## config.mk

```make
export PLATFORM = sky130hd
export DESIGN_NAME = hazard_control_unit
export DESIGN_NICKNAME = d
export VERILOG_FILES = /design/src/rtl/hazard_control_unit.sv
export SDC_FILE = /design/constraint.sdc
export NUM_CORES = 1
export LEC_CHECK = 0
export ABC_AREA = 1
export BUFFER_PORTS_ARGS = -buffer_cell sky130_fd_sc_hd__buf_4
export CAP_MARGIN = 20
export CORE_MARGIN = 1
export CORE_UTILIZATION = 46
export CTS_BUF_LIST = sky130_fd_sc_hd__clkbuf_16
export DETAILED_ROUTE_END_ITERATION = 10
export PLACE_DENSITY_LB_ADDON = 0.1
export SYNTH_ARGS = -nofsm -noshare
export SYNTH_HDL_FRONTEND = slang
export SYNTH_SLANG_ARGS = --single-unit
```

## constraint.sdc

```tcl
create_clock -name clk -period 1.3 [get_ports clk]
set_input_delay 0.195 -clock clk [delete_from_list [all_inputs] [get_ports clk]]
set_output_delay 0.195 -clock clk [all_outputs]
set_load 0.1 [all_outputs]
```

## src/rtl/hazard_control_unit.sv

```systemverilog
// rtl/hazard_control_unit.sv - pipeline stall/flush controller with memory-wait watchdog
// Optional HAZARD_PERF_CNT_EN adds stall_cycles/flush_count performance counters.
module hazard_control_unit #(
  parameter int MEM_TIMEOUT = 64,
  parameter int CNT_W       = 7
) (
  input  logic       clk,
  input  logic       arst_n,
  input  logic [4:0] rs1_id,
  input  logic [4:0] rs2_id,
  input  logic       use_rs1_id,
  input  logic       use_rs2_id,
  input  logic [4:0] rd_ex,
  input  logic       mem_read_ex,
  input  logic       branch_taken_ex,
  input  logic       dmem_req_mem,
  input  logic       dmem_ack_mem,
  output logic       pc_write_en,
  output logic       if_id_write_en,
  output logic       if_id_flush,
  output logic       id_ex_bubble,
  output logic       ex_mem_hold,
  output logic       timeout_err
`ifdef HAZARD_PERF_CNT_EN
  ,
  output logic [31:0] stall_cycles,
  output logic [31:0] flush_count
`endif
);

  localparam logic RUN      = 1'b0;
  localparam logic MEM_WAIT = 1'b1;

  localparam logic [CNT_W-1:0] CNT_MAX  = CNT_W'(MEM_TIMEOUT);
  localparam logic [CNT_W-1:0] CNT_LAST = CNT_W'(MEM_TIMEOUT - 1);

  logic             state_q, state_d;
  logic             flush_pend_q, flush_pend_d;
  logic [CNT_W-1:0] wait_cnt_q, wait_cnt_d;
  logic             timeout_err_q, timeout_err_d;

  logic load_use;
  logic mem_stall;
  logic flush_req;
  logic flush_active;

  assign load_use = mem_read_ex && (rd_ex != 5'd0) &&
                    ((use_rs1_id && (rs1_id == rd_ex)) ||
                     (use_rs2_id && (rs2_id == rd_ex)));
  assign mem_stall    = dmem_req_mem && !dmem_ack_mem;
  assign flush_req    = branch_taken_ex || flush_pend_q;
  assign flush_active = !mem_stall && flush_req;

  always_ff @(posedge clk or negedge arst_n) begin
    if (!arst_n) begin
      state_q       <= RUN;
      flush_pend_q  <= 1'b0;
      wait_cnt_q    <= '0;
      timeout_err_q <= 1'b0;
    end else begin
      state_q       <= state_d;
      flush_pend_q  <= flush_pend_d;
      wait_cnt_q    <= wait_cnt_d;
      timeout_err_q <= timeout_err_d;
    end
  end

  always_comb begin
    state_d = state_q;
    case (state_q)
      RUN:      if (mem_stall) state_d = MEM_WAIT;
      MEM_WAIT: if (dmem_ack_mem || !dmem_req_mem) state_d = RUN;
      default:  state_d = RUN;
    endcase
  end

  // A branch resolved during a freeze is remembered and applied on the first free cycle.
  always_comb begin
    flush_pend_d = flush_pend_q;
    if (mem_stall && branch_taken_ex) begin
      flush_pend_d = 1'b1;
    end else if (flush_active) begin
      flush_pend_d = 1'b0;
    end

    wait_cnt_d = wait_cnt_q;
    if (!mem_stall) begin
      wait_cnt_d = '0;
    end else if (wait_cnt_q != CNT_MAX) begin
      wait_cnt_d = wait_cnt_q + 1'b1;
    end

    timeout_err_d = timeout_err_q || (mem_stall && (wait_cnt_q == CNT_LAST));
  end

  always_comb begin
    pc_write_en    = 1'b0;
    if_id_write_en = 1'b0;
    if_id_flush    = 1'b0;
    id_ex_bubble   = 1'b0;
    ex_mem_hold    = 1'b0;
    if (arst_n) begin
      if (mem_stall) begin
        ex_mem_hold = 1'b1;
      end else if (flush_req) begin
        pc_write_en    = 1'b1;
        if_id_write_en = 1'b1;
        if_id_flush    = 1'b1;
        id_ex_bubble   = 1'b1;
      end else if (load_use) begin
        id_ex_bubble = 1'b1;
      end else begin
        pc_write_en    = 1'b1;
        if_id_write_en = 1'b1;
      end
    end
  end

  assign timeout_err = timeout_err_q;

`ifdef HAZARD_PERF_CNT_EN
  logic [31:0] stall_cycles_q, stall_cycles_d;
  logic [31:0] flush_count_q, flush_count_d;
  logic        stall_event;

  assign stall_event = mem_stall || (load_use && !flush_req);

  always_comb begin
    stall_cycles_d = stall_cycles_q + {31'd0, stall_event};
    flush_count_d  = flush_count_q + {31'd0, flush_active};
  end

  always_ff @(posedge clk or negedge arst_n) begin
    if (!arst_n) begin
      stall_cycles_q <= '0;
      flush_count_q  <= '0;
    end else begin
      stall_cycles_q <= stall_cycles_d;
      flush_count_q  <= flush_count_d;
    end
  end

  assign stall_cycles = stall_cycles_q;
  assign flush_count  = flush_count_q;
`endif

endmodule

```

==> impl_metrics.env, run 1 <==
export IMPL_status="complete, but fails checks"
export IMPL_violations="negative setup slack"
export IMPL_period_share=1.05
export IMPL_yosys_warnings=0
export IMPL_pre_cts_ws_ns=-0.185
export IMPL_path_class="reg -> out"
export IMPL_grt_pass1_vias=741
export IMPL_gr_usage_all_layers=0.261
export IMPL_hold_viol_final=0
export IMPL_core_um2=1370
export IMPL_skew_ns=0.000277
export IMPL_drt_wl_total_mm=1.94
export IMPL_numCtsBuffers=3
export IMPL_cts_tree="done"
export IMPL_crit_arrival_ns=1.17
export IMPL_syn_nets=142
export IMPL_yosysSeqAreaShare=0.319
export IMPL_slowest_stage="dfrtp_1"
export IMPL_syn_inst=117
export IMPL_die_h_um=41.2
export IMPL_avgViaCountPerCell=4.92
export IMPL_crit_buf_inv=2
export IMPL_hold_path_class="in -> reg"
export IMPL_holdWs_ns=0.338
export IMPL_drc=0
export IMPL_dpl_hpwl_mm=1.30
export IMPL_start_util=0.517
export IMPL_vias=827
export IMPL_netlist_area_um2=707
export IMPL_die_area_um2=1700
export IMPL_drt_iter0_drc=12
export IMPL_finalCriticalPeriod_ns=1.37
export IMPL_die_w_um=41.2
export IMPL_avgRoutedWirePerCell_um=11.5
export IMPL_p_leak_uw=0.000642
export IMPL_max_stage_delay_ns=0.39
export IMPL_grt_max_degree=10
export IMPL_avgSynthCellArea_um2=6.04
export IMPL_place_congestion=0.847
export IMPL_ant_nets=0
export IMPL_final_common_cell="nand2_1"
export IMPL_rsz0062_at_grt="true"
export IMPL_area_delta_synth_final_pct=62.3
export IMPL_cap_violations=0
export IMPL_setup_viol=4
export IMPL_ys_ff_latch=9
export IMPL_antennaDiodeCount=0
export IMPL_clk_latency_ns=0.23
export IMPL_final_max_slew_viol_count=0
export IMPL_start_kind="register"
export IMPL_fmax_mhz=731
export IMPL_fin_nets=179
export IMPL_grt_antenna_before_repair=0
export IMPL_htree_num_levels=1
export IMPL_cts_buffer_depth=2
export IMPL_grt_pass1_wl_mm=2.80
export IMPL_cp_end_kind="output pin"
export IMPL_relSlewSlack=0.807
export IMPL_cts_root_buffer="clkbuf_16"
export IMPL_port_buffers=28
export IMPL_drive_gt1_frac=0.359
export IMPL_cts_num_sinks=9
export IMPL_dr_pass1_iters=4
export IMPL_path_clk_slew_ns=0.04
export IMPL_cpLargestDelayFamily="flip-flops"
export IMPL_boundaryPins=29
export IMPL_crit_chain="nor2_4 -> nor3_4 -> inv_2 -> nand2_2 -> buf_12"
export IMPL_critPathMaxFanout=2
export IMPL_overflow=0
export IMPL_tightest_slew_ns=0.288
export IMPL_yosysUniqueCellTypes=17
export IMPL_p_per_area_nw_per_um2=996
export IMPL_worst_slack_ns=-0.0679
export IMPL_worstPathRequired_ns=1.11
export IMPL_irDropWorstVdd_uv=828
export IMPL_row_count=13
export IMPL_layout_common_cells="nand2_1, buf_4, inv_1, nor2_1, dfrtp_1"
-- sequential cells by signal, indices dropped and copies added (netlist names) --
register and cells:
flush_pend_q 1, timeout_err 1, wait_cnt_q 7
-- Yosys cell counts, drive strengths merged --
cell type  count  area (um2)
nand2         40         150
inv           26        97.6
nor2          18        75.1
dfrtp          9         225
nand3          6        35.0
o21ai          5        25.0
nand4          3        18.8
a21oi          2        10.0
ha             2        25.0
nor3           2        15.0
buf            1        7.51
o31ai          1        7.51
or2            1        6.26
xor2           1        8.76
-- per-stage QoR --
stage / cell area [um2] / cells / setup TNS [ns] / utilization / power (uW)
global route: 1150 / 168 / -0.419 / 0.840 / 1200
global placement: 991 / 162 / -0.337 / 0.725 / 560
CTS: 1130 / 168 / -0.0990 / 0.829 / 1140
floorplan: 759 / 117 / -2.02 / - / 478
finish: 1150 / 168 / -0.187 / 0.840 / 1140
detailed placement: 991 / 162 / -0.431 / 0.725 / 566
-- layer usage --
layer / track usage / share of wire / vias to the layer above
met5: 0 / 0 / -
met4: 0.0806 / 0.022 / 0
met3: 0.109 / 0.059 / 6
met2: 0.512 / 0.55 / 29
met1: 0.238 / 0.37 / 368
li1: - / - / 424
-- power by group --
group | switching, uW | internal [uW]
logic | 189 | 128
registers | 4.53 | 286
clock network | 133 | 402
total | 327 | 815
-- final cells by class --
class,instances,area (um2)
clock buffer,3,75.1
inverter,26,97.6
clock inverter,1,3.75
fill,88,219
timing repair buffer,33,288
tap,15,18.8
sequential,9,225
multi-input combinational,81,439
-- cells by family (layout without fill, tap and decap cells) --
logic type / after synthesis / count (layout) / share of synthesized area
XOR/XNOR: 1 / 1 / 0.0124
buffers and inverters: 27 / 63 / 0.149
flip-flops: 9 / 9 / 0.319
adder cells (fa/ha/maj): 2 / 2 / 0.0354
AO/OA/AOI/OAI: 8 / 8 / 0.0602
AND/OR/NAND/NOR: 70 / 70 / 0.425
-- worst min-delay path: cells and delay by family --
kind	cells	cell delay [ns]
and+or+nand+nor	2	0.12
buffers and inverters	2	0.21
-- final timing paths --
check / from / endpoint / slack [ns] / depth (start not counted)
max reg2reg: wait_cnt_q[0] / wait_cnt_q[0] / 0.06 / 7
min in group asynchronous: arst_n / wait_cnt_q[2] / 0.43 / 3
max: flush_pend_q / id_ex_bubble / -0.07 / 5
min reg2reg: timeout_err / timeout_err / 0.47 / 2
max in group asynchronous: arst_n / timeout_err / 0.73 / 3
min: branch_taken_ex / flush_pend_q / 0.34 / 4
-- timing repair --
action / CTS / global route
endpoints found under the hold margin: 9 / 0
buffers inserted: 1 / 0
hold buffers: 1 / 0
gates resized for setup: 13 / 9
setup endpoints to repair: 4 / 6
pin swaps: 2 / 6
Power figures use the tool's default switching activity.
==> run 2, diff against run 1 <==
--- a/config.mk
+++ b/config.mk
@@ -9,7 +9,7 @@
 export BUFFER_PORTS_ARGS = -buffer_cell sky130_fd_sc_hd__buf_4
 export CAP_MARGIN = 20
 export CORE_MARGIN = 1
-export CORE_UTILIZATION = 46
+export CORE_UTILIZATION = 50
 export CTS_BUF_LIST = sky130_fd_sc_hd__clkbuf_16
 export DETAILED_ROUTE_END_ITERATION = 10
 export PLACE_DENSITY_LB_ADDON = 0.1
==> constraint.sdc (replaced) <==
create_clock -name clk -period 1.8 [get_ports clk]
set_input_delay 0.27 -clock clk [delete_from_list [all_inputs] [get_ports clk]]
set_output_delay 0.27 -clock clk [all_outputs]
set_load 0.1 [all_outputs]
==> impl_metrics.env, run 2 (synthesis results as in run 1) <==
export IMPL_post_cts_buffers=0
export IMPL_vias=800
export IMPL_start_util=0.543
export IMPL_hold_buffers=1
export IMPL_final_max_slew_viol_count=0
export IMPL_drt_iter0_drc=12
export IMPL_utilization=0.809
export IMPL_dr_wl_met2_um=940
export IMPL_power_uw=786
export IMPL_hold_viol_final=0
export IMPL_r2r_slack_ns=0.49
export IMPL_avgViaCountPerCell=4.88
export IMPL_numCtsBuffers=3
export IMPL_timing_critical_path_from="rd_ex[2]"
export IMPL_wl_met1_um=700
export IMPL_finalCriticalPeriod_ns=1.63
export IMPL_largest_register="wait_cnt_q"
export IMPL_dpl_hpwl_mm=1.29
export IMPL_path_class="in -> out"
export IMPL_worstPathRequired_ns=1.53
export IMPL_row_count=13
export IMPL_grt_pass1_vias=740
export IMPL_rsz0062_at_grt="false"
export IMPL_drive_gt1_frac=0.275
export IMPL_fin_area_um2=1050
export IMPL_setup_tns_ns=0
export IMPL_rr_startpoint="wait_cnt_q[0]"
export IMPL_hold_path_class="in -> reg"
export IMPL_grt_max_degree=10
export IMPL_slowest_stage="buf_4"
export IMPL_core_um2=1300
export IMPL_critPathMaxFanout=4
export IMPL_skew_ns=0.000786
export IMPL_cts_tree="done"
export IMPL_die_w_um=39.6
export IMPL_htree_num_levels=1
export IMPL_avgRoutedWirePerCell_um=10.6
export IMPL_routed_top_layer="met3"
export IMPL_fin_nets=175
export IMPL_cts_resized=0
export IMPL_boundaryPins=29
export IMPL_nFillCells=100
export IMPL_cts_root_buffer="clkbuf_16"
export IMPL_grt_pass1_wl_mm=2.79
export IMPL_path_clk_slew_ns=0.04
export IMPL_gr_usage_all_layers=0.267
export IMPL_relSlewSlack=0.703
export IMPL_port_buffers=28
export IMPL_r2r_cells=7
export IMPL_final_cells=164
export IMPL_cap_violations=0
export IMPL_p_per_area_nw_per_um2=747
export IMPL_tightest_slew_ns=0.444
export IMPL_cts_buffer_depth=2
export IMPL_fmax_mhz=613
export IMPL_drt_wl_total_mm=1.73
export IMPL_area_delta_synth_final_pct=48.8
export IMPL_cts_num_sinks=9
export IMPL_place_congestion=0.772
export IMPL_p_leak_uw=0.000610
export IMPL_drc=0
export IMPL_start_kind="input port"
export IMPL_die_h_um=39.6
export IMPL_place_inst=159
export IMPL_placed_area_um2=963
export IMPL_crit_arrival_ns=1.36
export IMPL_irDropWorstVdd_uv=968
export IMPL_overflow=0
export IMPL_r2r_end="wait_cnt_q[0]"
export IMPL_die_area_um2=1570
export IMPL_grt_antenna_before_repair=0
export IMPL_dr_pass1_iters=4
export IMPL_critPathCapture="if_id_write_en"
export IMPL_layout_common_cells="nand2_1, buf_4, inv_1, nor2_1, dfrtp_1"
export IMPL_route_met3_wl_um=92
export IMPL_cp_end_kind="output pin"
export IMPL_final_common_cell="nand2_1"
export IMPL_ant_nets=0
export IMPL_largest_reg_flops=7
export IMPL_crit_chain="buf_4 -> inv_1 -> nand4_1 -> o21ai_0 -> inv_1 -> nand2_1 -> nand2_1 -> nand2_8 -> buf_4"
export IMPL_setup_viol=0
export IMPL_clk_latency_ns=0.23
export IMPL_period_share=0.906
export IMPL_status="finished, final reports clean"
export IMPL_antennaDiodeCount=0
export IMPL_max_stage_delay_ns=0.28
run 2: area by class of cell:
class,count,area (um2),area share
clock buffers,3,75.1,0.0713
clock inverters,1,3.75,0.00357
inverters,26,97.6,0.0927
multi-input cells,81,412,0.391
flip-flops and latches,9,225,0.214
well taps,15,18.8,0.0178
repair buffers,29,220,0.209
run 2: worst max-delay path: cells and delay by family:
family / cells / cell delay, ns
buf+inv: 4 / 0.56
simple gates: 4 / 0.38
compound gates: 1 / 0.15
run 2: stage by stage:
step / setup slack [ns] / hold slack (ns)
finish: 0.170 / 0.305
global route: 0.0535 / 0.326
CTS: 0.169 / 0.305
detailed placement: 0.170 / 0.105
global placement: 0.199 / 0.100
floorplan: -0.302 / -0.0256
run 2: power by group:
part	internal [uW]	switching (uW)	leakage (uW)
sequential	206	2.60	0.000119
combinational	68.3	125	0.000449
clock	290	94.0	0.0000423
total	565	222	0.000610
run 2: worst min-delay path by stage:
| stage | from | to | slack [ns] | cells past startpoint |
|---|---|---|---|---|
| 6_report | branch_taken_ex | flush_pend_q | 0.31 | 3 |
| 3_3_place_gp | arst_n | wait_cnt_q[3] | 0.10 | 1 |
| 4_1_cts | branch_taken_ex | flush_pend_q | 0.31 | 3 |
| 3_5_place_dp | arst_n | wait_cnt_q[2] | 0.10 | 1 |
| 5_1_grt | branch_taken_ex | flush_pend_q | 0.33 | 3 |
| 2_1_floorplan | arst_n | flush_pend_q | -0.03 | 0 |
run 2: routing by layer:
layer,vias up,track usage
met2,29,0.500
met3,0,0.0909
met4,0,0.0345
met1,357,0.290
li1,414,-
met5,-,0
